==> src/rtl/uart_tx_sequencer.sv <==
// UART 8N1 transmit sequencer: byte handshake in, load/enable pulses out to a 10-bit shifter.
// Optional UART_TX_STOP2_EN: stop phase spans two bit periods (done one bit later).
module uart_tx_sequencer #(
    parameter int CLKS_PER_BIT = 434
) (
    input  logic       clk,
    input  logic       reset,
    input  logic [7:0] tx_data,
    input  logic       tx_valid,
    output logic       tx_ready,
    output logic [7:0] key,
    output logic       load,
    output logic       enable,
    output logic       busy,
    output logic       done
);

    localparam int                CNT_W     = (CLKS_PER_BIT > 1) ? $clog2(CLKS_PER_BIT) : 1;
    localparam logic [CNT_W-1:0]  BAUD_LAST = CNT_W'(CLKS_PER_BIT - 1);
    localparam logic [3:0]        LAST_DATA = 4'd8;

    typedef enum logic [1:0] {
        S_IDLE,
        S_START,
        S_DATA,
        S_STOP
    } state_t;

    state_t           r_state,    w_state_nxt;
    logic [CNT_W-1:0] r_baud_cnt, w_baud_cnt_nxt;
    logic [3:0]       r_bit_cnt,  w_bit_cnt_nxt;
    logic [7:0]       r_key,      w_key_nxt;
    logic             r_tx_ready, w_tx_ready_nxt;
    logic             r_load,     w_load_nxt;
    logic             r_enable,   w_enable_nxt;
    logic             r_busy,     w_busy_nxt;
    logic             r_done,     w_done_nxt;
    logic             w_bit_tick;
    logic             w_stop_last;

`ifdef UART_TX_STOP2_EN
    // Marks that the first of the two stop-bit periods has elapsed.
    logic r_stop_half, w_stop_half_nxt;
    assign w_stop_last = r_stop_half;
`else
    assign w_stop_last = 1'b1;
`endif

    assign w_bit_tick = (r_baud_cnt == BAUD_LAST);

    assign tx_ready = r_tx_ready;
    assign key      = r_key;
    assign load     = r_load;
    assign enable   = r_enable;
    assign busy     = r_busy;
    assign done     = r_done;

    always_comb begin
        w_state_nxt    = r_state;
        w_baud_cnt_nxt = r_baud_cnt;
        w_bit_cnt_nxt  = r_bit_cnt;
        w_key_nxt      = r_key;
        w_tx_ready_nxt = r_tx_ready;
        w_busy_nxt     = r_busy;
        w_load_nxt     = 1'b0;
        w_enable_nxt   = 1'b0;
        w_done_nxt     = 1'b0;
`ifdef UART_TX_STOP2_EN
        w_stop_half_nxt = r_stop_half;
`endif

        if (r_state != S_IDLE) begin
            w_baud_cnt_nxt = w_bit_tick ? '0 : r_baud_cnt + 1'b1;
        end

        unique case (r_state)
            S_IDLE: begin
                if (tx_valid && r_tx_ready) begin
                    w_key_nxt      = tx_data;
                    w_load_nxt     = 1'b1;
                    w_busy_nxt     = 1'b1;
                    w_tx_ready_nxt = 1'b0;
                    w_baud_cnt_nxt = '0;
                    w_bit_cnt_nxt  = '0;
                    w_state_nxt    = S_START;
`ifdef UART_TX_STOP2_EN
                    w_stop_half_nxt = 1'b0;
`endif
                end
            end
            S_START: begin
                if (w_bit_tick) begin
                    w_enable_nxt  = 1'b1;
                    w_bit_cnt_nxt = 4'd1;
                    w_state_nxt   = S_DATA;
                end
            end
            S_DATA: begin
                // Pulses 2..9 shift out data[0..7]; the ninth brings the stop bit to the line.
                if (w_bit_tick) begin
                    w_enable_nxt  = 1'b1;
                    w_bit_cnt_nxt = r_bit_cnt + 1'b1;
                    if (r_bit_cnt == LAST_DATA) begin
                        w_state_nxt = S_STOP;
                    end
                end
            end
            S_STOP: begin
                if (w_bit_tick) begin
                    if (w_stop_last) begin
                        w_done_nxt     = 1'b1;
                        w_busy_nxt     = 1'b0;
                        w_tx_ready_nxt = 1'b1;
                        w_state_nxt    = S_IDLE;
                    end
`ifdef UART_TX_STOP2_EN
                    else begin
                        w_stop_half_nxt = 1'b1;
                    end
`endif
                end
            end
            default: begin
                w_state_nxt = S_IDLE;
            end
        endcase
    end

    always_ff @(posedge clk or posedge reset) begin
        if (reset) begin
            r_state    <= S_IDLE;
            r_baud_cnt <= '0;
            r_bit_cnt  <= '0;
            r_key      <= '0;
            r_tx_ready <= 1'b1;
            r_load     <= 1'b0;
            r_enable   <= 1'b0;
            r_busy     <= 1'b0;
            r_done     <= 1'b0;
`ifdef UART_TX_STOP2_EN
            r_stop_half <= 1'b0;
`endif
        end else begin
            r_state    <= w_state_nxt;
            r_baud_cnt <= w_baud_cnt_nxt;
            r_bit_cnt  <= w_bit_cnt_nxt;
            r_key      <= w_key_nxt;
            r_tx_ready <= w_tx_ready_nxt;
            r_load     <= w_load_nxt;
            r_enable   <= w_enable_nxt;
            r_busy     <= w_busy_nxt;
            r_done     <= w_done_nxt;
`ifdef UART_TX_STOP2_EN
            r_stop_half <= w_stop_half_nxt;
`endif
        end
    end

    a_no_load_with_enable: assert property (@(posedge clk) disable iff (reset) !(r_load && r_enable));

endmodule

==> config.mk <==
export PLATFORM = sky130hd
export DESIGN_NAME = uart_tx_sequencer
export DESIGN_NICKNAME = d
export VERILOG_FILES = /design/src/rtl/uart_tx_sequencer.sv
export SDC_FILE = /design/constraint.sdc
export NUM_CORES = 1
export LEC_CHECK = 0
export ABC_AREA = 0
export CAP_MARGIN = 10
export CORE_UTILIZATION = 40
export DETAILED_ROUTE_END_ITERATION = 10
export PLACE_DENSITY_LB_ADDON = 0.2
export SYNTH_ARGS = -nofsm -noshare
export SYNTH_HDL_FRONTEND = slang
export SYNTH_SLANG_ARGS = --single-unit
==> constraint.sdc <==
create_clock -name clk -period 1.7 [get_ports clk]
set_clock_uncertainty 0.1 [all_clocks]
set_input_delay 0.255 -clock clk [delete_from_list [all_inputs] [get_ports clk]]
set_output_delay 0.255 -clock clk [all_outputs]
set_load 0.05 [all_outputs]
# == Yosys cells after proc, flatten, opt, wreduce, memory -nomap -nowiden ==
# Index checks and enable logic that the tools add are counted.
# word_totals
wordCells,56
output_inout_bits,13
ff_bits,28
in_bits,11
# classes
mux,25
add_sub_neg,2
n_reduce_logical,10
eq_ne,10
# ops
cell,n
$mux W9,4
$mux W4,3
$pmux W4 S3,1
$mux W2,5
$ne A2 B2 Y1 const B,5
$add A9 B1 Y9 const B,1
$eq A9 B9 Y1 const B,1
$mux W1,9
$pmux W2 S4,1
$reduce_and A5 Y1,1
$add A4 B1 Y4 const B,1
$eq A2 B2 Y1 const B,2
$eq A4 B4 Y1 const B,1
$pmux W1 S2,2
$reduce_and A4 Y1,1
$reduce_bool A2 Y1,2
$reduce_and A3 Y1,1
$reduce_bool A3 Y1,1
$eq A2 B1 Y1 const B,1
$logic_not A2 Y1,1
$reduce_and A2 Y1,1
$reduce_or A2 Y1,1
$logic_and A1 B1 Y1,1

# == Longest topological paths before layout ==
# Gate-level depths: netlist of run 1.
# depth
word_depth,5
ltp_mapped,6
depth_no_buf,6

# == Least setup slack after synthesis of run 1 ==
# OpenSTA, ideal clock, no wires.
# synth_path
path_type,reg-to-reg
from,register r_state[0]
to,register r_key[0] (netlist: key[0])
setup_ns,0.125
n_path_buf,2
required_time_ns,1.475
setup_slack_ns,-0.136
arrival_time_ns,1.611
stages_incl_launch_ff,7
synth_period_minus_slack_ns,1.836
cell_sequence,dfrtp_1 inv_1 ha_1 buf_2 and3_1 clkbuf_1 mux2_2
# synth_via
elab_chain_len,2
# synth_rtl
element,line,rtl
from (decl),29,"state_t r_state, w_state_nxt;"
from (signal assigned),144,r_state <= w_state_nxt;
$logic_not A2 Y1,76,unique case (r_state)
$reduce_and A2 Y1 (no line),--,
to (signal assigned),147,r_key <= w_key_nxt;
to (decl),32,"logic [7:0] r_key, w_key_nxt;"
# No other way between the ends.
# A chain may end at the register's enable or synchronous reset.

# == Worst setup path after layout of run 1 ==
# layout_path
from,register r_baud_cnt[2]
to,register r_bit_cnt[2]
# layout_via
elab_chain_len,3
word_cells_on_any_way,4
cone_classes,eq/ne: 3; reduce/logical: 1
# layout_rtl
element,line,rtl
from (decl),30,"logic [CNT_W-1:0] r_baud_cnt, w_baud_cnt_nxt;"
from (signal assigned),145,r_baud_cnt <= w_baud_cnt_nxt;
$eq A9 B9 Y1 *,49,assign w_bit_tick = (r_baud_cnt == BAUD_LAST);
$ne A2 B2 Y1 (no line),--,
$reduce_and A4 Y1 (no line) *,--,
to (signal assigned),146,r_bit_cnt <= w_bit_cnt_nxt;
to (decl),31,"logic [3:0] r_bit_cnt, w_bit_cnt_nxt;"
# Every way passes the cells marked *; elsewhere a longest branch is shown, timed or not.

==> out/metrics.csv, run 1 <==
metric,value,unit
routed_wl,3120,um
die_h,61.6,um
slew_viol_final,0,
fmax,569,MHz
crit_chain,or4b_4 -> nor2_4 -> o21ai_2 -> a221o_1,
cts_buffers,3,
drtPass1Iterations,4,
place_area,0.00183,mm2
hold_path_class,in2async,
synth_flop_cell,dfrtp_1,
finalHoldViolations,0,
synth.cell_area,0.00142,mm2
stdcell_count,224,
place_congestion,0.837,
endpoint,r_bit_cnt[2],
start_util,0.423,
min_period_over_period,1.03,
crit_path_end_kind,register,
drc,0,
via_per_inst,5.29,
synth.distinct_cells,40,
path_clk_slew,0.15,ns
io_pins,24,
r2r-end,r_bit_cnt[2],
cts_tree,done,
cap_violations,0,
dp_cells,218,
first_global_vias,1062,
syn_to_final_growth,35.3,%
status,"finished, violations left",
hpwl,2260,um
preCtsSetupSlack,-0.0526,ns
ant_nets,0,
relSlewSlack,0.762,
antenna_found_initial,0,
core,0.00336,mm2
reg2regPathDepth,4,
n_antenna_cell,0,
worst-setup-path-type,reg2reg,
numPortBuffers,23,
syn_nets,152,
cp_num_cells,4,
crit_required,1.83,ns
crit_fanout,3,
die_w,61.6,um
vdd_drop_max,0.200,mV
slowest_stage,or4b_4,
drive_above_1_share,0.326,
vias,1184,
grt_pass1_wl,4840,um
clock-sinks,28,
yosysSeqAreaShare,0.493,
cp_top_family,simple AND/OR/NAND/NOR gates,
syn_avg_cell_area,10.7,um2
synthCells,133,
reg2reg_slack,-0.06,ns
grt_start_max_net_pins,29,
worstPathArrival,1.88,ns
post-route-min-period,1.76,ns
track_usage,0.170,
row_count,21,
root_buffer,clkbuf_4,
gr-total-overflow,0,
dieArea,0.00380,mm2
htreeDepth,1,
cp.buffers_inverters,0,
ys_warn_count,0,
worstMarginPinSlew,0.358,ns
rr_startpoint,r_baud_cnt[2],
wl_per_cell,13.9,um
fin_ws,-0.0570,ns
leakage,0.897,nW
failed_checks,negative setup slack,
rsz0062_at_grt,true,
fin_nets,198,
synth_edf_count,0,
ys_ff_latch,28,
async_flop_share,1.00,
power_density,513,mW/mm2
setup_viol,3,
crit_path_max_incr_delay,0.58,ns
ctsHoldBuffers,0,
clk_latency,0.32,ns
worstSetupStartpoint,r_baud_cnt[2],
design_area,0.00192,mm2
startpoint_type,register,
cts_buffer_depth,2,
dr.first_iter.drc_count,44,
-- state kept, by name, summed over array words and instances, names as in the netlist --
register	cells
key	8
enable	1
r_state	2
r_bit_cnt	4
r_baud_cnt	9
busy	1
tx_ready	1
load	1
done	1
-- cells by family after synthesis --
group	synth area share
buffers and inverters	0.0246
AO/OA/AOI/OAI	0.159
multiplexers	0.0853
AND/OR/NAND/NOR	0.167
flip-flops	0.493
adder cells (fa/ha/maj)	0.0704
-- metal layers --
layer	track usage	wire length (um)	vias to the layer above
met5	0	0	-
met4	0.0476	29	0
met3	0.0294	153	4
met2	0.280	1490	33
met1	0.230	1450	568
li1	-	-	579
-- worst min-delay path by stage --
| stage | end | depth (start not counted) |
|---|---|---|
| after floorplan | busy | 1 |
| after global placement | key[6] | 1 |
| after detailed placement | key[5] | 1 |
| after CTS | r_bit_cnt[3] | 3 |
| after global routing | r_bit_cnt[3] | 3 |
| final | r_bit_cnt[3] | 3 |
-- metrics by stage --
stage | hold slack [ns] | total power [W] | TNS (ns) | util
after CTS | 0.186 | 0.000999 | -0.109 | 0.561
after floorplan | 0.220 | 0.000689 | -0.0690 | -
after global placement | 0.389 | 0.000717 | -0.180 | 0.544
after detailed placement | 0.398 | 0.000718 | -0.141 | 0.544
final | 0.178 | 0.000986 | -0.0876 | 0.572
after global routing | 0.216 | 0.00102 | -0.440 | 0.572
-- worst min-delay path, delay by kind of cell --
family | cells | cell delay [ns]
buffers and inverters | 3 | 0.78
-- where the power goes --
part	switching (W)	internal, W	leakage, nW
registers	0	0.000666	0.352
logic	0.0000170	0.0000217	0.530
clock network	0.000190	0.0000917	0.0150
-- cells in the mapped netlist (2+ instances only) --
library cell,count,share of area
o21ai_0,5,0.018
nand3_1,5,0.018
o21ai_2,2,0.012
inv_1,7,0.018
a21oi_1,9,0.032
dfrtp_1,27,0.47
and3_1,3,0.013
o22ai_1,3,0.013
ha_1,8,0.070
a31oi_1,4,0.018
nor2_1,11,0.029
mux2_2,8,0.063
nand2_1,12,0.032
mux2i_1,2,0.014
nor3b_1,2,0.011
-- layout by cell type (no fill, tap or decap), types with 2 or more instances in the layout --
cell             count
and3_1               3
nand3_1              5
o21ai_2              2
nand2_1             12
ha_2                 2
clkdlybuf4s50_1     10
buf_4               30
o21ai_0              5
mux2_2               8
clkbuf_4             3
nor3b_1              2
a21oi_1              8
inv_1                7
ha_1                 6
o22ai_1              2
nor4_4               2
dfrtp_1             27
mux2i_1              2
buf_12               2
nor2_1              11
a31oi_1              4
-- what timing repair did --
| action | in CTS | in global routing |
|---|---|---|
| setup endpoints to repair | 5 | 12 |
| pin swaps | 2 | 3 |
| resized for setup | 6 | 4 |
| setup buffers | 0 | 2 |
| cloned | 0 | 0 |
-- cell type report --
class,instances,area [um2]
fillers,312,1440
multi-input cells,96,736
flip-flops and latches,28,702
repair buffers,43,377
well taps,46,57.6
clock buffers,4,26.3
inverters,7,26.3
No activity file was read; power rests on OpenSTA's default activity.
==> run 2, diff against run 1 <==
--- a/config.mk
+++ b/config.mk
@@ -8,6 +8,7 @@
 export ABC_AREA = 0
 export CAP_MARGIN = 10
 export CORE_UTILIZATION = 40
+export CTS_CLUSTER_DIAMETER = 120
 export DETAILED_ROUTE_END_ITERATION = 10
 export PLACE_DENSITY_LB_ADDON = 0.2
 export SYNTH_ARGS = -nofsm -noshare
==> constraint.sdc (replaced) <==
create_clock -name clk -period 2.3 [get_ports clk]
set_clock_uncertainty 0.1 [all_clocks]
set_input_delay 0.345 -clock clk [delete_from_list [all_inputs] [get_ports clk]]
set_output_delay 0.345 -clock clk [all_outputs]
set_load 0.05 [all_outputs]
==> out/metrics.csv, run 2 (synthesis results as in run 1) <==
metric,value,unit,change
relSlewSlack,0.657,,-0.105
crit_chain,clkdlybuf4s50_1,,
core,0.00336,mm2,unchanged
drtPass1Iterations,7,,+3
p_comb_frac,0.036,,-0.003
slew_viol_final,0,,unchanged
switching_share,0.210,,+0.000699
crit_path_end_kind,output port,,
syn_to_final_growth,24.3,%,
cp.buffers_inverters,1,,+1
slowest_stage,clkdlybuf4s50_1,,
seq_power_share,0.642,,-0.034
fmax,456,MHz,
cap_violations,0,,unchanged
p_total,0.000767,W,-22%
start_util,0.423,,unchanged
p_switching,0.000161,W,-22%
final_cell_mix,"dfrtp_1, clkdlybuf4s50_1, nand2_1, nor2_1, a21oi_1",,
io_pins,24,,unchanged
cts_tree,done,,
crit_required,1.86,ns,+0.03 ns
startpoint_type,register,,
post-route-min-period,2.19,ns,
fin_nets,182,,-8.1%
min_period_over_period,0.954,,
track_usage,0.177,,+0.00729
vdd_drop_max,0.308,mV,+54%
p_int,0.000606,W,-22%
clock-sinks,28,,unchanged
crit_fanout,6,,+3
ant_nets,0,,unchanged
grt_pass1_wl,4910,um,+1.3%
wl_per_cell,13.6,um,-2.1%
gr-total-overflow,0,,unchanged
fin_setup_tns,0,ns,+0.0876 ns
drive_above_1_share,0.148,,-0.178
worstPathArrival,1.75,ns,-0.13 ns
place_area,0.00173,mm2,-5.3%
top_register,r_baud_cnt,,
fin_util,0.526,,-0.0465
leakage,0.785,nW,-13%
ctsHoldBuffers,0,,unchanged
crit_path_max_incr_delay,0.82,ns,+0.24 ns
root_buffer,clkbuf_4,,
first_global_vias,1062,,unchanged
n_antenna_cell,0,,unchanged
cts_resized,0,,-6
finalHoldViolations,0,,unchanged
vias,1099,,-7.2%
worst-setup-path-type,reg2out,,
dr.first_iter.drc_count,46,,+4.5%
largest_register_ffs,9,,unchanged
clock_power_share,0.321,,+0.036
numPortBuffers,23,,unchanged
fill_cells,319,,+2.2%
r2r-end,r_bit_cnt[2],,
antenna_found_initial,0,,unchanged
final_common_cell,dfrtp_1,,
status,"complete, no violations",,
power_density,434,mW/mm2,-15%
die_w,61.6,um,unchanged
cts_setup_buffers,0,,unchanged
cts_buffers,3,,unchanged
setup_viol,0,,-3
drc,0,,unchanged
routed_wl,2840,um,-9.1%
grt_start_max_net_pins,29,,unchanged
hold_path_class,in2async,,
via_per_inst,5.28,,about the same
row_count,21,,unchanged
worstMarginPinSlew,0.513,ns,+0.156 ns
die_h,61.6,um,unchanged
reg2regPathDepth,4,,unchanged
design_area,0.00177,mm2,-8.1%
path_clk_slew,0.16,ns,about the same
htreeDepth,1,,unchanged
rr_startpoint,r_baud_cnt[6],,
dieArea,0.00380,mm2,unchanged
hpwl,2160,um,-4.6%
cp_top_family,buffers and inverters,,
reg2reg_slack,0.36,ns,+0.42 ns
clk_latency,0.34,ns,+0.02 ns
place_congestion,0.846,,+1.1%
rsz0062_at_grt,false,,
cts_buffer_depth,2,,unchanged
run 2: changes by cell type in the layout (fill, tap and decap cells not counted), moves of 2 or more:
cell / previous run / this run
buf_4: 30 / 4
nor4_4: 2 / 0
ha_1: 6 / 8
buf_12: 2 / 0
ha_2: 2 / 0
clkdlybuf4s50_1: 10 / 23
run 2: stage by stage:
step	setup slack (ns)	hold slack [ns]	instances
floorplan	0.464	0.310	133
global placement	0.376	0.390	204
detailed placement	0.331	0.396	204
CTS	0.0900	0.256	208
global route	0.0459	0.273	208
finish	0.107	0.240	208
run 2: power groups by stage:
stage               Sequential (W)  Clock (W)  Combinational, W
global placement          0.000502          0         0.0000282
CTS                       0.000493   0.000253         0.0000291
floorplan                 0.000502          0        0.00000739
global route              0.000493   0.000268         0.0000318
detailed placement        0.000502          0         0.0000291
finish                    0.000493   0.000246         0.0000279
run 2: area by class of cell:
class | instances | area (um2) | share of cell area
multi-input cells | 96 | 686 | 0.388
repair buffers | 27 | 260 | 0.147
clock buffers | 4 | 36.3 | 0.0205
well taps | 46 | 57.6 | 0.0326
flip-flops and latches | 28 | 702 | 0.397
inverters | 7 | 26.3 | 0.0149
run 2: routing by layer:
metal / wire, um / global-route usage / part of all wire
met1: 1310 / 0.229 / 0.46
met2: 1340 / 0.303 / 0.47
met3: 145 / 0.0357 / 0.051
met4: 36 / 0.0476 / 0.013
met5: 0 / 0 / 0
run 2: worst max-delay path by stage:
stage	startpoint	cells after the start	slack [ns]	end
final	tx_ready	1	0.11	tx_ready
after global routing	tx_ready	1	0.05	tx_ready
after CTS	tx_ready	1	0.09	tx_ready
after detailed placement	tx_valid	6	0.33	r_bit_cnt[2]
after global placement	tx_valid	6	0.38	r_bit_cnt[2]
after floorplan	r_state[0]	6	0.46	key[0]
==> edit 1: new RTL, config.mk and constraints of run 1 <==
The 4 states of `state_t` get a Gray code encoding in 2 bits.
--- a/src/rtl/uart_tx_sequencer.sv
+++ b/src/rtl/uart_tx_sequencer.sv
@@ -21,8 +21,8 @@
 
     typedef enum logic [1:0] {
-        S_IDLE,
-        S_START,
-        S_DATA,
-        S_STOP
+        S_IDLE  = 2'b00,
+        S_START = 2'b01,
+        S_DATA  = 2'b11,
+        S_STOP  = 2'b10
     } state_t;
 
Check against the original RTL: no difference found for any inputs over 10 cycles, from zero or initial values and one cycle with reset high; not proved beyond that.
==> edit 1 against run 1 <==
Wire length shrank 1.8%; total power grew 16%; setup slack gained 0.093 ns; design area shrank 6.2%; global-route usage grew 0.96 points; sequential cell count is the same; area after synthesis grew 0.70%; sequential share of layout area grew 2.5 points; critical path type unchanged; critical endpoint unchanged; largest cell class is now flip-flops and latches.
==> edit 1: results (changes against run 1) <==
stage	metric	value	unit	change
cells_and_area	max reg flops	9		unchanged
placement	HPWL reported at the end of detailed placement	2.119	mm	-6.4%
synth	ys async rst share	1.000		unchanged
detailed_routing	Initial DRC Count	51		+16%
critical_path	slowest stage delay, CP	0.63	ns	+0.05 ns
cells_and_area	share of cells above drive strength 1	0.2356		-0.09021
power_and_ir_drop	leakage power	0.8347	nW	-7.0%
synth	Synth Net Count	156		+2.6%
global_route	first-pass GRT wire length	5.071	mm	+4.7%
synth	sequential share of the synthesized area	0.4900		-0.003447
cts	Post-CTS Resized	0		-6
detailed_routing	drt wl/cell	13.94	µm	about the same
critical_path	CP max FO	7		+4
global_route	largest net degree at the start of global routing	29		unchanged
placement	DP Worst Slack	0.03352	ns	+0.08611 ns
placement	number of port buffers	23		unchanged
synth	leading post-synthesis cells by cell area	dfrtp_1 (47%), nand2_1 (9.4%), buf_6 (3.9%), ha_1 (3.5%), o211ai_1 (2.6%)		
cells_and_area	FILL cells	311		-0.32%
global_route	initial antenna violation count	0		unchanged
synth	number of distinct library cells after synthesis	41		+2.5%
timing	relative slew slack	0.7612		about the same
power_and_ir_drop	Comb group	0.0379	mW	-2%
placement	routability cong.	0.8525		+1.8%
detailed_routing	Via density	5.445		+3.0%
power_and_ir_drop	Sw Pwr	0.2221	mW	+7.4%
placement	Inst Count DP	215		-1.4%
power_and_ir_drop	P_int	0.9266	mW	+19%
timing	setup_tns	0	ns	+0.08760 ns
global_route	vias in the first global route	1075		+1.2%
cts	Post-CTS Setup Bufs	0		unchanged
synth	Synth top cells by count	nand2_1 (36), dfrtp_1 (27), inv_1 (7)		
placement	DP Area	1723	µm²	-5.8%
outcome	status	complete, no violations		
global_route	total track usage	0.1796		+0.009598
critical_path	CP max stage cell	or4b_4		
power_and_ir_drop	sequential fraction of design power	0.580		-0.096
critical_path	crit path DAT	1.85	ns	-0.03 ns
cells_and_area	fin nets	190		-4.0%
power_and_ir_drop	Peak supply drop	0.3085	mV	+54%
synth	Synth Area per Inst	10.16	µm²	-5.0%
detailed_routing	post-detailed-routing wire length	3.067	mm	-1.8%
cts	CTS clk-pin slew, worst paths	0.16	ns	
synth	Synth Flop Type	dfrtp_1		
[edit 1: cell count changes after synthesis, sizes merged, moves of 4 or more]
| cell | run 1 | this run |
|---|---|---|
| o211ai | 0 | 5 |
| a21oi | 9 | 0 |
| mux2 | 9 | 0 |
| nor2 | 12 | 1 |
| ha | 8 | 4 |
| buf | 1 | 7 |
| o31ai | 0 | 4 |
| nand2 | 12 | 36 |
[edit 1: cell families after synthesis]
group | Yosys count | synth area share
AO/OA/AOI/OAI | 28 | 0.1467
adder cells (fa/ha/maj) | 4 | 0.03494
buffers and inverters | 17 | 0.07860
flip-flops | 28 | 0.4900
multiplexers | 1 | 0.006987
AND/OR/NAND/NOR | 63 | 0.2428
[edit 1: layer usage]
metal | vias to the layer above | track usage | share of wire | wire (µm)
met2 | 40 | 0.2949 | 0.49 | 1494
li1 | 575 | - | - | -
met5 | - | 0 | 0 | 0
met4 | 0 | 0.04444 | 0.0068 | 21
met3 | 4 | 0.03727 | 0.047 | 143
met1 | 579 | 0.2432 | 0.46 | 1407
[edit 1: final timing paths]
check	start	end	cells past startpoint	slack [ns]
max in group asynchronous	reset	tx_ready	3	1.04
max reg2reg	r_baud_cnt[6]	r_bit_cnt[2]	3	0.04
max	r_baud_cnt[6]	r_bit_cnt[2]	3	0.04
min	reset	key[5]	3	0.16
min reg2reg	key[2]	key[2]	2	0.40
min in group clk	tx_data[2]	key[2]	3	0.33
[edit 1: worst min-delay path: cells and delay by family]
family | cells | cell delay [ns]
buffers and inverters | 3 | 0.77
[edit 1: final cells by class]
cell class              count  area [µm²]  share of cell area
clock buffers               3       22.52             0.01247
clock inverters             1       30.03             0.01663
inverters                   8       30.03             0.01663
multi-input cells          97       646.9              0.3583
flip-flops and latches     28       703.2              0.3895
well taps                  46       57.56             0.03188
repair buffers             37       315.3              0.1746
==> edit 2: new RTL, settings of run 1 <==
Without the edit above. Set the parameter `CLKS_PER_BIT` to 1736 (it was 434).
--- a/src/rtl/uart_tx_sequencer.sv
+++ b/src/rtl/uart_tx_sequencer.sv
@@ -2,5 +2,5 @@
 // Optional UART_TX_STOP2_EN: stop phase spans two bit periods (done one bit later).
 module uart_tx_sequencer #(
-    parameter int CLKS_PER_BIT = 434
+    parameter int CLKS_PER_BIT = 1736
 ) (
     input  logic       clk,
Check against the original RTL: no difference found for any inputs over 10 cycles, from zero or initial values and one cycle with reset high; that may be too few to reach the edited logic, so the function may still have changed.
==> edit 2 against run 1 <==
Worst hold slack better by 0.072 ns; core utilization up 3.3 points; wire length up 17%; design area up 17%; setup slack better by 0.085 ns; fmax up 5.1%; die area up 10%; first-iteration DRC count up 140%; sequential cell count up 2; area after synthesis up 10%; highest routed layer unchanged.
Power is not compared: it rests on default switching activity, and its combinational part moved more than twofold at a synthesized area within 25%.
==> edit 2: results (changes against run 1) <==
stage	metric	value	unit	change
cts	Worst-Skew Late Latency	0.28	ns	-0.04 ns
detailed_routing	Via density	5.297		+0.22%
critical_path	R2R cell count	6		+2
detailed_routing	Initial DRC Count	104		+140%
cells_and_area	FILL cells	322		+3.2%
cells_and_area	non-filler cells, final	259		+16%
cells_and_area	register area	752.0	µm²	+7.1%
global_route	first-pass GRT wire length	6.568	mm	+36%
critical_path	slack of the worst reg-to-reg path	0.03	ns	+0.08 ns
cells_and_area	fin nets	229		+16%
timing	hold_ws	0.2500	ns	+0.07179 ns
synth	leading post-synthesis cells by cell area	dfrtp_1 (46%), ha_1 (6.4%), mux2_2 (5.7%), nand2_1 (3.6%), nand3_1 (2.9%)		
critical_path	CP max stage cell	dfrtp_1		
timing	worst setup margin	0.02757	ns	+0.08454 ns
placement	DP Worst Slack	-0.09848	ns	-0.04589 ns
detailed_routing	1st-pass router iterations	4		unchanged
detailed_routing	post-detailed-routing wire length	3.652	mm	+17%
global_route	total track usage	0.2076		+0.03756
cts	total CTS buffers	5		+2
cells_and_area	share of cells above drive strength 1	0.4028		+0.07700
synth	Synth Area per Inst	10.55	µm²	-1.4%
critical_path	worst flop-to-flop path endpoint	r_bit_cnt[3]		
power_and_ir_drop	Sw Share	0.2296		
critical_path	Worst setup startpoint	r_baud_cnt[1]		
cts	H-tree depth	2		+1
cts	CTS clk-pin slew, worst paths	0.06	ns	-0.09 ns
outcome	status	complete, no violations		
synth	mux cell area share after synthesis	0.07962		-0.005694
cts	CTS root buffer	clkbuf_8		
synth	Post-Synth XOR/XNOR Area	0.01115		+0.01115
cells_and_area	max reg flops	11		+2
critical_path	CP max FO	5		+2
global_route	largest net degree at the start of global routing	31		+6.9%
critical_path	crit path DAT	1.74	ns	-0.14 ns
placement	Inst Count DP	247		+13%
placement	routability cong.	0.8958		+7.0%
placement	HPWL reported at the end of detailed placement	2.702	mm	+19%
global_route	vias in the first global route	1418		+34%
critical_path	slowest stage delay, CP	0.36	ns	-0.22 ns
critical_path	Crit Reg-Reg Startpoint	r_baud_cnt[1]		
timing	relative slew slack	0.7393		-0.02234
power_and_ir_drop	Peak supply drop	0.3191	mV	
synth	Synth Net Count	168		+11%
synth	Synth Area in Compound Gates	0.1568		-0.002344
placement	number of port buffers	23		unchanged
synth	Synth top cells by count	dfrtp_1 (29), nand2_1 (15), nand3_1 (9), o21ai_0 (9)		
placement	DP Area	2053	µm²	+12%
synth	Post-Synth Adder-Cell Area	0.06369		-0.006666
synth	sequential share of the synthesized area	0.4785		-0.01490
synth	number of distinct library cells after synthesis	50		+25%
synth	Syn. warnings	0		unchanged
edit 2: cell type report:
| cell class | count | share of cell area |
|---|---|---|
| multi-input cells | 106 | 0.3695 |
| clock buffers | 7 | 0.03840 |
| flip-flops and latches | 30 | 0.3344 |
| clock inverters | 1 | 0.002226 |
| repair buffers | 59 | 0.2154 |
| inverters | 8 | 0.01336 |
| well taps | 48 | 0.02671 |
edit 2: routing by layer:
layer  global-route usage  wire length (µm)  vias up
met4              0.08611                65        0
met5                    0                 0        -
li1                     -                 -      662
met3              0.04930                94        8
met1               0.2514              1648      689
met2               0.3513              1844       13
edit 2: repair_timing:
action                                  in CTS  in global routing
buffers inserted                             1                  4
pin swaps                                    0                  5
resized for setup                            6                 11
endpoints found under the setup margin      13                 15
edit 2: logic make-up after synthesis:
family / Yosys count
buffers and inverters: 13
AOI/OAI and AO/OA: 34
xor gates and xnor gates: 2
DFF: 30
adders and majority gates: 8
and+or+nand+nor: 51
muxes: 11
